--- src/rtl/lutram_bist.sv ---
// Built-in self test for a small distributed RAM. Each run clears the RAM,
// writes a selectable pattern and reads it back, counting mismatches.
module lutram_bist #(
  parameter int          A_WIDTH         = 6,
  parameter int          D_WIDTH         = 1,
  parameter logic [31:0] DIV_COUNTER_END = 32'h00FF_FFFF
) (
  input  logic               clk_i,
  input  logic               rst_i,
  input  logic               start_i,
  input  logic [1:0]         mode_i,
  input  logic               inject_i,
  output logic [D_WIDTH-1:0] q_o,
  output logic [A_WIDTH-1:0] addr_o,
  output logic               busy_o,
  output logic               done_o,
  output logic               pass_o,
  output logic [A_WIDTH:0]   err_cnt_o
);

  localparam logic [2:0] S_INITIAL = 3'd0;
  localparam logic [2:0] S_CLEAR   = 3'd1;
  localparam logic [2:0] S_WRITE   = 3'd2;
  localparam logic [2:0] S_READ    = 3'd3;
  localparam logic [2:0] S_FINISH  = 3'd4;

  localparam int DEPTH = 2 ** A_WIDTH;
  localparam logic [A_WIDTH:0] ERR_MAX = {1'b1, {A_WIDTH{1'b0}}};

  logic [D_WIDTH-1:0] mem [DEPTH];

  logic [31:0]        div_cnt;
  logic               step;
  logic [2:0]         state;
  logic [A_WIDTH-1:0] addr;
  logic [1:0]         mode_q;
  logic [A_WIDTH:0]   err_cnt;
  logic               we;
  logic [D_WIDTH-1:0] wdata;
  logic [D_WIDTH-1:0] pattern;
  logic               last_addr;
  logic               mismatch;

  assign step = (div_cnt == DIV_COUNTER_END);

  always_ff @(posedge clk_i) begin
    if (rst_i || step) div_cnt <= '0;
    else               div_cnt <= div_cnt + 32'd1;
  end

  always_comb begin
    pattern = '0;
    case (mode_q)
      2'd0:    pattern = {D_WIDTH{addr[0]}};
      2'd1:    pattern = '1;
      2'd2:    pattern = D_WIDTH'(addr);
      default: pattern = ~{D_WIDTH{addr[0]}};
    endcase
  end

  // Fault injection only flips bit 0 so a single-bit RAM still sees it.
  always_comb begin
    we    = 1'b0;
    wdata = '0;
    if (state == S_CLEAR) begin
      we = 1'b1;
    end else if (state == S_WRITE) begin
      we       = 1'b1;
      wdata    = pattern;
      wdata[0] = pattern[0] ^ inject_i;
    end
  end

  always_ff @(posedge clk_i) begin
    if (we && step && !rst_i) mem[addr] <= wdata;
  end

  assign q_o       = mem[addr];
  assign last_addr = &addr;
  assign mismatch  = (q_o != pattern);

  always_ff @(posedge clk_i) begin
    if (rst_i) begin
      state   <= S_INITIAL;
      addr    <= '0;
      err_cnt <= '0;
      mode_q  <= 2'd0;
    end else if (step) begin
      case (state)
        S_INITIAL: begin
          state   <= S_CLEAR;
          addr    <= '0;
          mode_q  <= mode_i;
          err_cnt <= '0;
        end
        S_CLEAR: begin
          addr <= addr + 1'b1;
          if (last_addr) state <= S_WRITE;
        end
        S_WRITE: begin
          addr <= addr + 1'b1;
          if (last_addr) state <= S_READ;
        end
        S_READ: begin
          addr <= addr + 1'b1;
          if (mismatch && err_cnt != ERR_MAX) err_cnt <= err_cnt + 1'b1;
          if (last_addr) state <= S_FINISH;
        end
        S_FINISH: begin
          addr <= '0;
          if (start_i) begin
            state   <= S_CLEAR;
            mode_q  <= mode_i;
            err_cnt <= '0;
          end
        end
        default: begin
          state <= S_INITIAL;
          addr  <= '0;
        end
      endcase
    end
  end

  assign addr_o    = addr;
  assign err_cnt_o = err_cnt;
  assign busy_o    = (state == S_CLEAR) || (state == S_WRITE) || (state == S_READ);
  assign done_o    = (state == S_FINISH);
  assign pass_o    = done_o && (err_cnt == '0);

endmodule
--- config.mk ---
export PLATFORM = sky130hd
export DESIGN_NAME = lutram_bist
export DESIGN_NICKNAME = d
export VERILOG_FILES = /design/src/rtl/lutram_bist.sv
export SDC_FILE = /design/constraint.sdc
export NUM_CORES = 1
export LEC_CHECK = 0
export ABC_AREA = 1
export CAP_MARGIN = 20
export CORE_UTILIZATION = 29
export CTS_BUF_LIST = sky130_fd_sc_hd__clkbuf_8
export DETAILED_ROUTE_END_ITERATION = 12
export DONT_BUFFER_PORTS = 1
export PLACE_DENSITY = 0.49
export SYNTH_ARGS = -nofsm -noshare
export SYNTH_HDL_FRONTEND = slang
export SYNTH_SLANG_ARGS = --single-unit
--- constraint.sdc ---
create_clock -name clk_i -period 7.9 [get_ports clk_i]
set_input_delay 1.185 -clock clk_i [delete_from_list [all_inputs] [get_ports clk_i]]
set_output_delay 1.185 -clock clk_i [all_outputs]
set_load 0.01 [all_outputs]
After elaboration in Yosys (flattened, before gate mapping)
Memory sizes are Yosys's and may differ from the RTL's. A register that Yosys moved wholly into a read port is not among the register bits. Index checks and enable logic that the tools add are counted.

Flip-flop bits (word level): 50. Memory bits (writable): 64. Input bits: 6. Output and inout port bits: 17. Logic and storage cells: 64. Memories: 1.

$add $sub $neg: 3. Equality and inequality tests: 14. Mux-type cells: 20. Bitwise gates (word level): 2. Reduce and logical (&&, ||, !) cells: 19.

Memory list: mem (words 64, width 1, rd ports 1, clocked after memory_dff 1, wr ports 1, RTL line 30) `logic [D_WIDTH-1:0] mem [DEPTH];`.

Operators with widths (count): adder 32 x 1 -> 32 bit (second input constant) (1); equality test 32 x 24 -> 1 bit (second input constant) (1); one-hot mux 7 bit (3 select lines) (1); two-way mux 6 bit (3); one-hot mux 3 bit (5 select lines) (1); two-way mux 7 bit (2); two-way mux 3 bit (4); != test 2 bit (second input constant) (5); adder 7 x 1 -> 7 bit (second input constant) (1); logical NOT 7 bit (1); != test 7 bit (second input constant) (1); adder 6 x 1 -> 6 bit (second input constant) (1); equality test 3 x 2 -> 1 bit (second input constant) (2); two-way mux 1 bit (6); AND reduction 6 bit (1); AND reduction 5 bit (1); logical AND 1 bit (4); one-hot mux 2 bit (2 select lines) (1); AND reduction 4 bit (1); equality test 3 x 1 -> 1 bit (second input constant) (1); equality test 3 bit (second input constant) (1); logical NOT 3 bit (1); logical OR 1 bit (3); AND reduction 3 bit (1); 13 further kinds (13).

Depth between registers and ports, before layout
Gate-level depths: netlist of run 1.

Depth in word-level cells: 7. Mapped depth: 17. Gate-level depth less buffers: 15.

Worst setup path after synthesis of run 1
OpenSTA, ideal clock, no wires.

Path kind: input to register. Start: input port inject_i. End: memory mem[0] (data pin). Library setup time: 548 ps. Data arrival time: 3028 ps. Data required time: 7352 ps. Slack: 4324 ps. Stages on the path: 2. Buffers on the path: 0. Path through: o21ai_0 > a21oi_1.

Longest elaborated chain between the ends: 3.

Ends and longest elaborated chain: start: declaration (RTL line 12) `input logic inject_i,`; XOR 1 bit (RTL line 70) `wdata[0] = pattern[0] ^ inject_i;`; two-way mux 1 bit (RTL line 67) `end else if (state == S_WRITE) begin`; two-way mux 1 bit (RTL line 65) `if (state == S_CLEAR) begin`; net wdata (RTL line 39) `logic [D_WIDTH-1:0] wdata;`; end: declaration (RTL line 30).

The timed path passes the listed nets, and every way through them passes these cells.

==> results of run 1 <==
[cell type report]
| type | instances | area share (%) |
|---|---|---|
| clock inverter | 15 | 1.90 |
| sequential | 120 | 47.1 |
| timing repair buffer | 2 | 0.232 |
| clock buffer | 17 | 3.62 |
| inverter | 73 | 4.26 |
| multi-input combinational | 487 | 37.8 |
| tap | 265 | 5.13 |
[worst reg2reg max path, stage by stage (launching register included)]
cell and delay (ns):
dfxtp_1 0.40, ha_1 0.19, nand2_1 0.07, nor2_2 0.23
nand4_2 0.18, nor2_4 0.17, nand4_4 0.13, clkinv_2 0.12
nor2_1 0.11, inv_1 0.73, o22ai_1 0.26
[synth_stat cells (all sizes together), types with 3 or more instances]
cell type  count  area share, %
o21ai         16            1.4
xnor2          5           0.75
inv           71            4.6
nor3          26            2.7
nor3b          6           0.77
o22ai          3           0.32
nand4         10            1.6
edfxtp        64             33
nand3         88            9.1
nor2         133            9.6
dfxtp         56             19
buf           17            1.8
xor2           6           0.90
a21oi         24            2.1
ha             4           0.86
nand2        155             10
[power breakdown]
part | internal [W] | total [W] | switching, W
Combinational | 0.00000182 | 0.00000776 | 0.00000594
Sequential | 0.000651 | 0.000652 | 0.00000133
Clock | 0.000270 | 0.000519 | 0.000249
[routing by layer]
layer,vias up,global-route usage [%],routed length (um)
met2,78,21.9,6180
li1,2311,-,-
met5,-,0,0
met1,2051,18.1,6610
met4,0,5.10,228
met3,17,3.97,641
[path summary, 6_finish.rpt]
check,start,to,slack [ns],cells past startpoint
setup reg to reg,div_cnt[0],register,5.12,10
hold reg to reg,mode_q[1],mode_q[1],0.45,2
hold / removal,mode_q[1],mode_q[1],0.45,2
setup / recovery,register,q_o,4.41,8
[cells by family (layout without fill, tap and decap cells)]
group                      count (synthesis)  in the layout
and+or+nand+nor                          423            423
DFF                                      120            120
buffers and inverters                     90            107
AOI/OAI and AO/OA                         49             49
xor gates and xnor gates                  11             11
adders and majority gates                  4              4
[stage by stage]
stage                     util (%)  instance area (um2)  worst slack [ns]  power, W
after detailed placement      31.1                 6110              4.86  0.000674
final                         32.9                 6460              4.41   0.00118
after global routing          32.9                 6460              4.24   0.00122
after global placement        31.1                 6110              4.83  0.000674
after floorplan                  -                 5850              4.32  0.000673
after CTS                     32.9                 6460              4.37   0.00119
[state kept, by name (all words and copies together) (netlist names), named ones only]
signal and count:
mem 64, state 3, mode_q 2, err_cnt_o 7, addr_o 6, div_cnt 32
==> flow_metrics.py, run 1 <==
metrics = {
    "sta": {
        "fin_crit_ns": 3.49,
        "max_slew_margin_pct": 34.1,
        "hold_slack_ns": 0.448,
        "setup_viol": 0,
        "slew_violations": 0,
        "rsz0062_at_grt": "false",
        "fin_crit_sh_pct": 44.2,
        "tns_ns": 0,
        "fmax_mhz": 286,
        "hold_viol_final": 0,
        "fin_skew_ns": 0.0146,
        "worst_pin_slew_ns": 0.987,
    },
    "critical_path": {
        "critPathBufInv": 1,
        "cp_slowest_cell": "dfxtp_1",
        "cp-end-kind": "primary output",
        "cp_common_cell": "nand3_1",
        "path_cells": "inv_2 > nand3_1 > nand3_1 > nand2_1 > nand2_1 > nand3_1 > nand3_1 > nand2_1",
        "required_ns": 6.71,
        "cpPeakStageDelay_ns": 0.77,
        "crit_fanout": 17,
        "worstSetupPathType": "register to primary output",
        "path_delay_family": "flip-flops",
        "cp-start-kind": "register",
        "arrival_ns": 2.31,
    },
    "synth": {
        "synth_edf_count": 64,
        "synthMuxAreaShare_pct": 0,
        "synth_compound_area_share_pct": 4.49,
        "yosys.area_share.simple_pct": 34.5,
        "ys_types": 39,
        "ys_seq_area_share_pct": 52.0,
        "ys_warn_count": 0,
        "synth_top_family_by_area": "simple AND/OR/NAND/NOR gates",
        "syn_area_um2": 5850,
        "synth_nets": 707,
        "synth.avg_cell_area_um2": 8.40,
        "synth_flop_cell": "edfxtp_1",
        "ys_ff_latch": 120,
        "syn_inst": 697,
        "synthArstFlopShare_pct": 0,
        "synth_xor_area_share_pct": 1.65,
        "synthAdderAreaFrac_pct": 0.855,
    },
    "final_layout": {
        "nFillCells": 2129,
        "seq_area_um2": 3040,
        "multiInputGateArea_um2": 2440,
        "fin_nets": 711,
        "diodes": 0,
        "final_common_cell": "nand2_1",
        "fin_cells": 979,
        "area_growth_syn_to_layout_pct": 10.4,
        "drive_gt1_share_pct": 9.66,
        "most-common-layout-cells": "152 x nand2_1, 122 x nor2_1, 80 x nand3_1, 69 x inv_1, 64 x edfxtp_1",
    },
    "worst_hold_path": {
        "hold_path.class": "register to register",
    },
    "clock_tree": {
        "cts_setup_buffers": 0,
        "clock_sinks": 120,
        "cts_root_buf": "clkbuf_8",
        "cts_max_level": 4,
        "cts_buffers": 17,
        "cts_buffer_depth": 2,
        "cts_tree": "done",
        "cts-hold-fix-buffers": 0,
        "path_clk_slew_ns": 0.07,
        "clkLatencyLatePin_ns": 0.44,
        "cts_resized": 0,
    },
    "global_route": {
        "grt_pass1_wl_um": 21900,
        "grt_util_all_layers_pct": 13.9,
        "antenna_found_initial": 0,
        "grt_max_degree": 65,
        "grt-ovfl-total": 0,
        "grt_pass1_vias": 4194,
    },
    "floorplan": {
        "fp.dieH_um": 144,
        "num_io_pins": 23,
        "dieArea_um2": 20800,
        "core_area_um2": 19700,
        "fp.dieW_um": 144,
        "rows": 51,
        "initial_core_util_pct": 29.8,
    },
    "detailed_routing": {
        "drt_pre_antenna_iters": 4,
        "drt_iter0_drc": 308,
        "wl_um": 13700,
        "wl_per_cell_um": 13.9,
        "detail-route-antenna-nets": 0,
        "vias": 4457,
        "drc": 0,
        "vias_per_cell": 4.55,
    },
    "outcome": {
        "status": "completed",
    },
    "place": {
        "gp_congestion": 0.805,
        "place_hpwl_um": 9490,
        "dp.cells": 947,
        "numPortBuffers": 0,
    },
    "run": {
        "maxCapViolCount": 0,
    },
    "power_and_ir_drop": {
        "max-vdd-ir-drop_uv": 99.0,
        "power_density_nw_per_um2": 182,
        "total_leakage_power_nw": 2.27,
    },
}
Note: power is estimated with default switching activity, not from simulation.
==> run 2, diff against run 1 <==
- clock period: 7.9 -> 3.27 ns (I/O delays scaled with it)
==> run 2 against run 1 <==
Via count up 0.90%. Register-to-register slack worse by 4.3 ns. Clock-buffer cell count unchanged. Critical path type unchanged. Critical path depth up 2. First-iteration DRC count up 19%. Total power rose to 2.5 times the previous value.
==> flow_metrics.py, run 2 (same netlist as run 1, synthesis figures left out) <==
metrics = {
    "global_route": {
        "grt_max_degree": 65,
        "grt_pass1_wl_um": 22800,
        "antenna_found_initial": 0,
        "grt-ovfl-total": 0,
        "grt_util_all_layers_pct": 14.6,
        "grt_pass1_vias": 4248,
    },
    "final_layout": {
        "area_growth_syn_to_layout_pct": 11.7,
        "regMostFlops": "mem",
        "diodes": 0,
        "drive_gt1_share_pct": 10.2,
        "design_area_um2": 6540,
        "nFillCells": 2088,
        "most-common-layout-cells": "152 x nand2_1, 122 x nor2_1, 80 x nand3_1, 69 x inv_1, 64 x edfxtp_1",
        "fin_nets": 715,
        "final_common_cell": "nand2_1",
        "largest_register_ffs": 64,
    },
    "critical_path": {
        "cp-end-kind": "primary output",
        "cp_slowest_cell": "inv_2",
        "arrival_ns": 2.09,
        "cp-start-kind": "register",
        "path_delay_family": "simple AND/OR/NAND/NOR gates",
        "rrSetupSlack_ns": 0.86,
        "r2r_cells": 11,
        "critPathBufInv": 2,
        "required_ns": 2.78,
        "worstSetupPathType": "register to primary output",
        "worstReg2RegStart": "div_cnt[0]",
        "cpPeakStageDelay_ns": 0.40,
        "path_cells": "inv_2 > nand2_1 > nand3_1 > nand3_1 > nand2_1 > nand2_1 > nand3_1 > nand3_1 > nand2_1 > buf_4",
        "r2r_end": "mem[45]",
        "crit_fanout": 32,
    },
    "sta": {
        "worst_pin_slew_ns": 0.600,
        "worst_slack_ns": 0.689,
        "fin_crit_sh_pct": 78.9,
        "max_slew_margin_pct": 59.6,
        "setup_viol": 0,
        "rsz0062_at_grt": "false",
        "hold_viol_final": 0,
        "fmax_mhz": 387,
        "tns_ns": 0,
        "slew_violations": 0,
        "hold_slack_ns": 0.108,
        "fin_skew_ns": 0.00997,
        "fin_crit_ns": 2.58,
    },
    "place": {
        "numPortBuffers": 0,
        "gp_congestion": 0.861,
        "place_hpwl_um": 9920,
        "pre_cts_slack_ns": 0.855,
        "placed_area_um2": 6140,
    },
    "clock_tree": {
        "clock_sinks": 120,
        "cts-hold-fix-buffers": 0,
        "cts_resized": 0,
        "path_clk_slew_ns": 0.07,
        "cts_buffers": 17,
        "cts_root_buf": "clkbuf_8",
        "cts_setup_buffers": 0,
        "clkLatencyLatePin_ns": 0.44,
        "cts_tree": "done",
        "cts_max_level": 4,
        "cts_buffer_depth": 2,
    },
    "floorplan": {
        "dieArea_um2": 20800,
        "initial_core_util_pct": 29.8,
        "rows": 51,
        "num_io_pins": 23,
        "fp.dieW_um": 144,
        "core_area_um2": 19700,
        "fp.dieH_um": 144,
    },
    "detailed_routing": {
        "detail-route-antenna-nets": 0,
        "drt_pre_antenna_iters": 5,
        "wl_um": 14100,
        "vias_per_cell": 4.57,
        "drt_iter0_drc": 367,
        "vias": 4497,
        "wl_per_cell_um": 14.3,
        "drc": 0,
    },
    "worst_hold_path": {
        "min_from": "rst_i",
        "whs_endpoint": "state[2]",
        "hold_path.class": "input port to register",
        "holdPathStages": 1,
    },
    "power_and_ir_drop": {
        "max-vdd-ir-drop_uv": 259,
        "power_w": 0.00298,
        "total_leakage_power_nw": 2.32,
        "power_density_nw_per_um2": 456,
    },
    "run": {
        "maxCapViolCount": 0,
    },
    "outcome": {
        "status": "completed",
    },
}
==> run 2: changes by cell type in the layout (fill, tap and decap cells not counted), sizes merged <==
cell,change
clkinv,-1
bufinv,+2
clkinvlp,-2
inv,+1
buf,+4
==> run 2: final cells by class <==
class | count | area (um2) | share of cell area, %
clock buffers | 17 | 234 | 3.58
well taps | 265 | 332 | 5.07
multi-input cells | 487 | 2440 | 37.3
inverters | 73 | 275 | 4.21
clock inverters | 15 | 169 | 2.58
repair buffers | 6 | 45.0 | 0.689
flip-flops and latches | 120 | 3040 | 46.5
==> run 2: stage by stage <==
stage,cells,util (%)
5_1_grt,983,33.3
2_1_floorplan,697,-
6_report,983,33.3
3_3_place_gp,951,31.2
4_1_cts,983,33.3
3_5_place_dp,951,31.2
==> run 2: report_power, final <==
part | internal, W | total (W) | switching, W
clock network | 0.000807 | 0.00139 | 0.000580
registers | 0.00157 | 0.00158 | 0.00000333
logic | 0.00000516 | 0.0000193 | 0.0000141
==> run 2: worst max-delay path by stage <==
stage | from | to | cells past startpoint
floorplan | addr_o[0] | mem[0] | 4
global placement | div_cnt[0] | err_cnt_o[0] | 12
detailed placement | div_cnt[0] | mem[28] | 11
CTS | register | q_o | 10
global route | register | q_o | 10
finish | register | q_o | 10
==> run 2: routing by layer <==
| layer | track usage, % | vias up | part of all wire [%] |
|---|---|---|---|
| li1 | - | 2325 | - |
| met1 | 20.1 | 2061 | 49 |
| met2 | 21.9 | 103 | 44 |
| met3 | 4.34 | 8 | 6.3 |
| met4 | 4.70 | 0 | 0.79 |
| met5 | 0 | - | 0 |
==> run 3, diff against run 2 <==
- clock period: 3.27 -> 2.38 ns (I/O delays scaled with it)
==> run 3 against run 2 <==
Critical path depth down 2. Global-route usage rose by 0.53 points. Wire length up 3.9%. Total power increased by 37%. Design area up 4.2%. First-iteration DRC count fell by 26%. Die area did not move. Critical path type unchanged. Critical endpoint unchanged.
==> flow_metrics.py, run 3 (same netlist as run 1, synthesis figures left out) <==
metrics = {
    "critical_path": {
        "rrSetupSlack_ns": 0.17,
        "worstSetupPathType": "register to primary output",
        "arrival_ns": 1.90,
        "cp.depth": 8,
        "worstReg2RegStart": "div_cnt[1]",
        "cpPeakStageDelay_ns": 0.41,
        "r2r_end": "mem[34]",
        "cp-end-kind": "primary output",
        "required_ns": 2.02,
        "critPathBufInv": 2,
        "path_delay_family": "simple AND/OR/NAND/NOR gates",
        "path_cells": "clkinvlp_4 > nand3_1 > nand2_1 > nand2_1 > nand3_1 > nand3_2 > nand2_2 > buf_4",
        "r2r_cells": 11,
        "cp-start-kind": "register",
        "crit_fanout": 8,
        "cp_slowest_cell": "dfxtp_1",
        "cp-endpoint": "q_o",
    },
    "global_route": {
        "grt-ovfl-total": 0,
        "grt_pass1_wl_um": 23500,
        "grt_max_degree": 65,
        "grt_util_all_layers_pct": 15.2,
        "antenna_found_initial": 0,
        "grt_pass1_vias": 4506,
    },
    "final_layout": {
        "nFillCells": 2129,
        "largest_register_ffs": 64,
        "fin_nets": 739,
        "drive_gt1_share_pct": 15.1,
        "diodes": 0,
        "fin_cells": 1007,
        "area_growth_syn_to_layout_pct": 16.4,
        "most-common-layout-cells": "150 x nand2_1, 119 x nor2_1, 74 x nand3_1, 68 x inv_1, 64 x edfxtp_1",
        "regMostFlops": "mem",
        "final_common_cell": "nand2_1",
    },
    "clock_tree": {
        "cts_root_buf": "clkbuf_8",
        "path_clk_slew_ns": 0.07,
        "cts_tree": "done",
        "clock_sinks": 120,
        "cts_buffer_depth": 2,
        "cts_max_level": 4,
        "clkLatencyLatePin_ns": 0.46,
        "cts_buffers": 17,
    },
    "place": {
        "numPortBuffers": 0,
        "gp_congestion": 0.823,
        "dp.cells": 972,
        "place_hpwl_um": 10200,
    },
    "floorplan": {
        "rows": 51,
        "fp.dieH_um": 144,
        "core_area_um2": 19700,
        "num_io_pins": 23,
        "initial_core_util_pct": 29.8,
        "fp.dieW_um": 144,
        "dieArea_um2": 20800,
    },
    "power_and_ir_drop": {
        "max-vdd-ir-drop_uv": 486,
        "total_leakage_power_nw": 2.45,
        "power_density_nw_per_um2": 600,
    },
    "sta": {
        "fmax_mhz": 444,
        "hold_slack_ns": 0.111,
        "slew_violations": 0,
        "fin_crit_ns": 2.25,
        "setup_viol": 0,
        "hold_viol_final": 0,
        "max_slew_margin_pct": 60.7,
        "fin_skew_ns": 0.0138,
        "rsz0062_at_grt": "true",
        "worst_pin_slew_ns": 0.589,
        "fin_crit_sh_pct": 94.6,
    },
    "detailed_routing": {
        "wl_um": 14600,
        "detail-route-antenna-nets": 0,
        "wl_per_cell_um": 14.5,
        "vias": 4561,
        "drt_iter0_drc": 272,
        "vias_per_cell": 4.53,
        "drt_pre_antenna_iters": 6,
        "drc": 0,
    },
    "worst_hold_path": {
        "hold_path.class": "input port to register",
    },
    "run": {
        "maxCapViolCount": 0,
    },
    "outcome": {
        "status": "completed",
    },
}
## run 3: changes by cell type in the layout (fill, tap and decap cells not counted), moves of 3 or more
cell	delta
nand3_2	+6
nor2_1	-3
buf_6	+4
nand3_1	-6
buf_4	+18
clkinvlp_4	+3
## run 3: routing by layer
layer	vias up	share of wire, %	track usage, %
met5	-	0	0
met4	0	1.1	4.59
met3	16	5.5	5.13
met2	64	45	23.8
met1	2116	49	19.5
li1	2365	-	-
## run 3: area by class of cell
class | instances | area, um2 | share of cell area, %
flip-flops and latches | 120 | 3050 | 44.8
multi-input cells | 487 | 2490 | 36.5
well taps | 265 | 332 | 4.87
inverters | 73 | 287 | 4.20
clock buffers | 19 | 262 | 3.84
repair buffers | 30 | 255 | 3.75
clock inverters | 13 | 140 | 2.06
## run 3: worst min path at each step
stage / startpoint / endpoint / depth (start not counted)
3_3_place_gp: rst_i / state[2] / 1
6_report: mode_i[1] / mode_q[1] / 2
3_5_place_dp: rst_i / err_cnt_o[1] / 1
2_1_floorplan: mode_q[1] / mode_q[1] / 2
4_1_cts: mode_i[1] / mode_q[1] / 2
5_1_grt: mode_i[0] / mode_q[0] / 2
## run 3: timing repair
action | CTS | global route
resized for setup | 6 | 22
setup endpoints to repair | 1 | 67
endpoints found under the hold margin | 3 | 0
pin swaps | 0 | 4
setup buffers | 0 | 2
hold buffers | 1 | 0
## run 3: where the power goes
part	switching, W	leakage, nW	internal [W]
Sequential	0.00000327	1.12	0.00216
Clock	0.000827	0.216	0.00107
Combinational	0.0000225	1.11	0.0000121
Total	0.000853	2.45	0.00324
## run 3: per-stage QoR
| stage | instance area (um2) | utilization, % | setup TNS [ns] | setup WS, ns | total power (W) |
|---|---|---|---|---|---|
| floorplan | 5860 | - | 0 | 0.0716 | 0.00223 |
| global placement | 6290 | 32.0 | 0 | 0.161 | 0.00224 |
| detailed placement | 6290 | 32.0 | 0 | 0.0853 | 0.00224 |
| CTS | 6720 | 34.2 | 0 | 0.0164 | 0.00414 |
| global route | 6820 | 34.7 | -0.0199 | -0.00661 | 0.00423 |
| finish | 6820 | 34.7 | 0 | 0.128 | 0.00409 |
==> RTL change (config.mk and constraints of run 3) <==
Add an input register stage for `start_i`, `mode_i` and `inject_i`; this delays them by one clock.
--- a/src/rtl/lutram_bist.sv
+++ b/src/rtl/lutram_bist.sv
@@ -26,6 +26,16 @@
 
   localparam int DEPTH = 2 ** A_WIDTH;
   localparam logic [A_WIDTH:0] ERR_MAX = {1'b1, {A_WIDTH{1'b0}}};
+
+  logic start_q;
+  logic [1:0] mode_r;
+  logic inject_q;
+
+  always_ff @(posedge clk_i) begin
+    start_q  <= start_i;
+    mode_r   <= mode_i;
+    inject_q <= inject_i;
+  end
 
   logic [D_WIDTH-1:0] mem [DEPTH];
 
@@ -67,7 +77,7 @@
     end else if (state == S_WRITE) begin
       we       = 1'b1;
       wdata    = pattern;
-      wdata[0] = pattern[0] ^ inject_i;
+      wdata[0] = pattern[0] ^ inject_q;
     end
   end
 
@@ -90,7 +100,7 @@
         S_INITIAL: begin
           state   <= S_CLEAR;
           addr    <= '0;
-          mode_q  <= mode_i;
+          mode_q  <= mode_r;
           err_cnt <= '0;
         end
         S_CLEAR: begin
@@ -108,9 +118,9 @@
         end
         S_FINISH: begin
           addr <= '0;
-          if (start_i) begin
+          if (start_q) begin
             state   <= S_CLEAR;
-            mode_q  <= mode_i;
+            mode_q  <= mode_r;
             err_cnt <= '0;
           end
         end
Formal check against the unedited RTL: no difference found for any inputs over 10 cycles, from zero or initial values and one cycle with rst_i high; that may be too few to reach the edited logic, so the function may still have changed.
==> RTL change against run 3 <==
  * Total power rose by 8.6%
  * Global-route usage rose by 0.47 points
  * Design area rose by 6.4%
  * Critical path depth rose by 5
  * Sequential power rose by 4%
  * Clock skew fell by 3.7 ps
  * Worst setup slack got worse by 99 ps
  * Critical endpoint is now mem[43]
  * Sequential cell count rose by 4
  * Area after synthesis rose by 0.96%
  * Routed wire length rose by 5.1%
  * Largest cell class unchanged
  * Clock power rose by 14%
  * Synthesized cell count rose by 1.4%
==> RTL change: results (changes against run 3) <==
* Final HPWL DP at 10.8 mm (was 10.2 mm)
* Fin Clk Skew at 10.0 ps (was 13.8 ps)
* Pre-CTS WS at -103 ps (was 85.3 ps)
* Dpl cell area at 6500 sq um (was 6290 sq um)
* Post-synth top cells: 164 x nand2_1, 122 x nor2_1, 88 x nand3_1 (was 152 x nand2_1, 122 x nor2_1, 80 x nand3_1)
* # fillers at 1996 (was 2129)
* WS Path Type: register to register (was register to primary output)
* Multi-input logic area at 2600 sq um (was 2490 sq um)
* Synth Net Count at 717 (was 707)
* Detailed Route WL at 15.4 mm (was 14.6 mm)
* Maximum VDD drop at 0.441 mV (was 0.486 mV)
* Layout net count at 774 (was 739)
* Register area share after synthesis at 0.528 (was 0.520)
* NetSw at 944 uW (was 853 uW)
* Leak at 0.00268 uW (was 0.00245 uW)
* Main area contributors after synthesis: edfxtp_1 33%, dfxtp_1 20%, nand2_1 10% (was edfxtp_1 33%, dfxtp_1 19%, nand2_1 9.7%)
* Worst r2r src: div_cnt[0] (was div_cnt[1])
* Pin count of the biggest net entering global routing at 44 (was 65)
* Post-CTS Setup Inserts at 3 (was 0)
* DR vias at 4806 (was 4561)
* First-pass GRT wire length at 24.4 mm (was 23.5 mm)
* Status: completed (unchanged)
* Worst Max-Slew Pin Slew at 897 ps (was 589 ps)
* Critical Path AT at 2510 ps (was 1900 ps)
* Post-CTS Hold Buffers at 5 (was 1)
* Vias in the first global route at 4557 (was 4506)
* GPL Wtd Cong at 0.849 (was 0.823)
* Share of post-route cells with drive strength above 1 at 0.188 (was 0.151)
* WL per Instance at 14.8 microns (was 14.5 microns)
* Syn Area/Cell at 8.36 sq um (was 8.40 sq um)
* Post_cts resized at 11 (was 6)
* Cell total after placement at 998 (was 972)
-- RTL change: cell types whose count changed after synthesis, moves of 6 or more --
| cell | delta |
|---|---|
| buf_4 | -7 |
| nor2_2 | -6 |
| nor3_2 | -6 |
| a21oi_1 | +9 |
| o21ai_0 | -6 |
| nand3_1 | +8 |
| nand2_1 | +12 |
-- RTL change: critical path: stages (launching register included) --
cell	delay [ps]
dfxtp_2	360
ha_4	150
nand3_4	80
nor4_4	190
nand3_2	120
nor2_4	140
nand2_4	70
nor2_4	110
nand2_4	80
nor2_8	100
nand3_4	130
nor2_8	200
nand3_4	180
nor2_1	150
-- RTL change: worst paths after layout --
| kind | slack, ps | to | depth (start not counted) |
|---|---|---|---|
| max | 30 | mem[43] | 13 |
| max reg2reg | 30 | mem[43] | 13 |
| min | 220 | register | 3 |
| min reg2reg | 460 | mode_q[1] | 2 |
-- RTL change: layer usage --
layer  wire (microns)  track usage  up-vias
li1                 -            -     2467
met1             7420        0.206     2235
met2             7040        0.244       95
met3              789       0.0490        9
met4              136       0.0471        0
met5                0            0        -
-- RTL change: cell type report --
type	instances	share of cell area
Clock inverter	15	0.0306
Inverter	67	0.0357
Timing Repair Buffer	55	0.0651
Clock buffer	17	0.0323
Multi-Input combinational cell	499	0.359
Sequential cell	124	0.432
Tap cell	265	0.0457
-- RTL change: kinds of logic after synthesis --
kind of cell,share of synthesized area
buf+inv,0.0561
simple gates,0.351
xor+xnor,0.0119
flops,0.528
compound gates,0.0443
fa+ha+maj,0.00847
-- RTL change: power groups by stage --
stage	registers, uW	clock network (uW)	logic (uW)
2_1_floorplan	2280	0	25.0
3_3_place_gp	2280	0	41.7
3_5_place_dp	2280	0	41.8
4_1_cts	2240	2210	52.2
5_1_grt	2240	2290	59.6
6_report	2240	2150	53.1
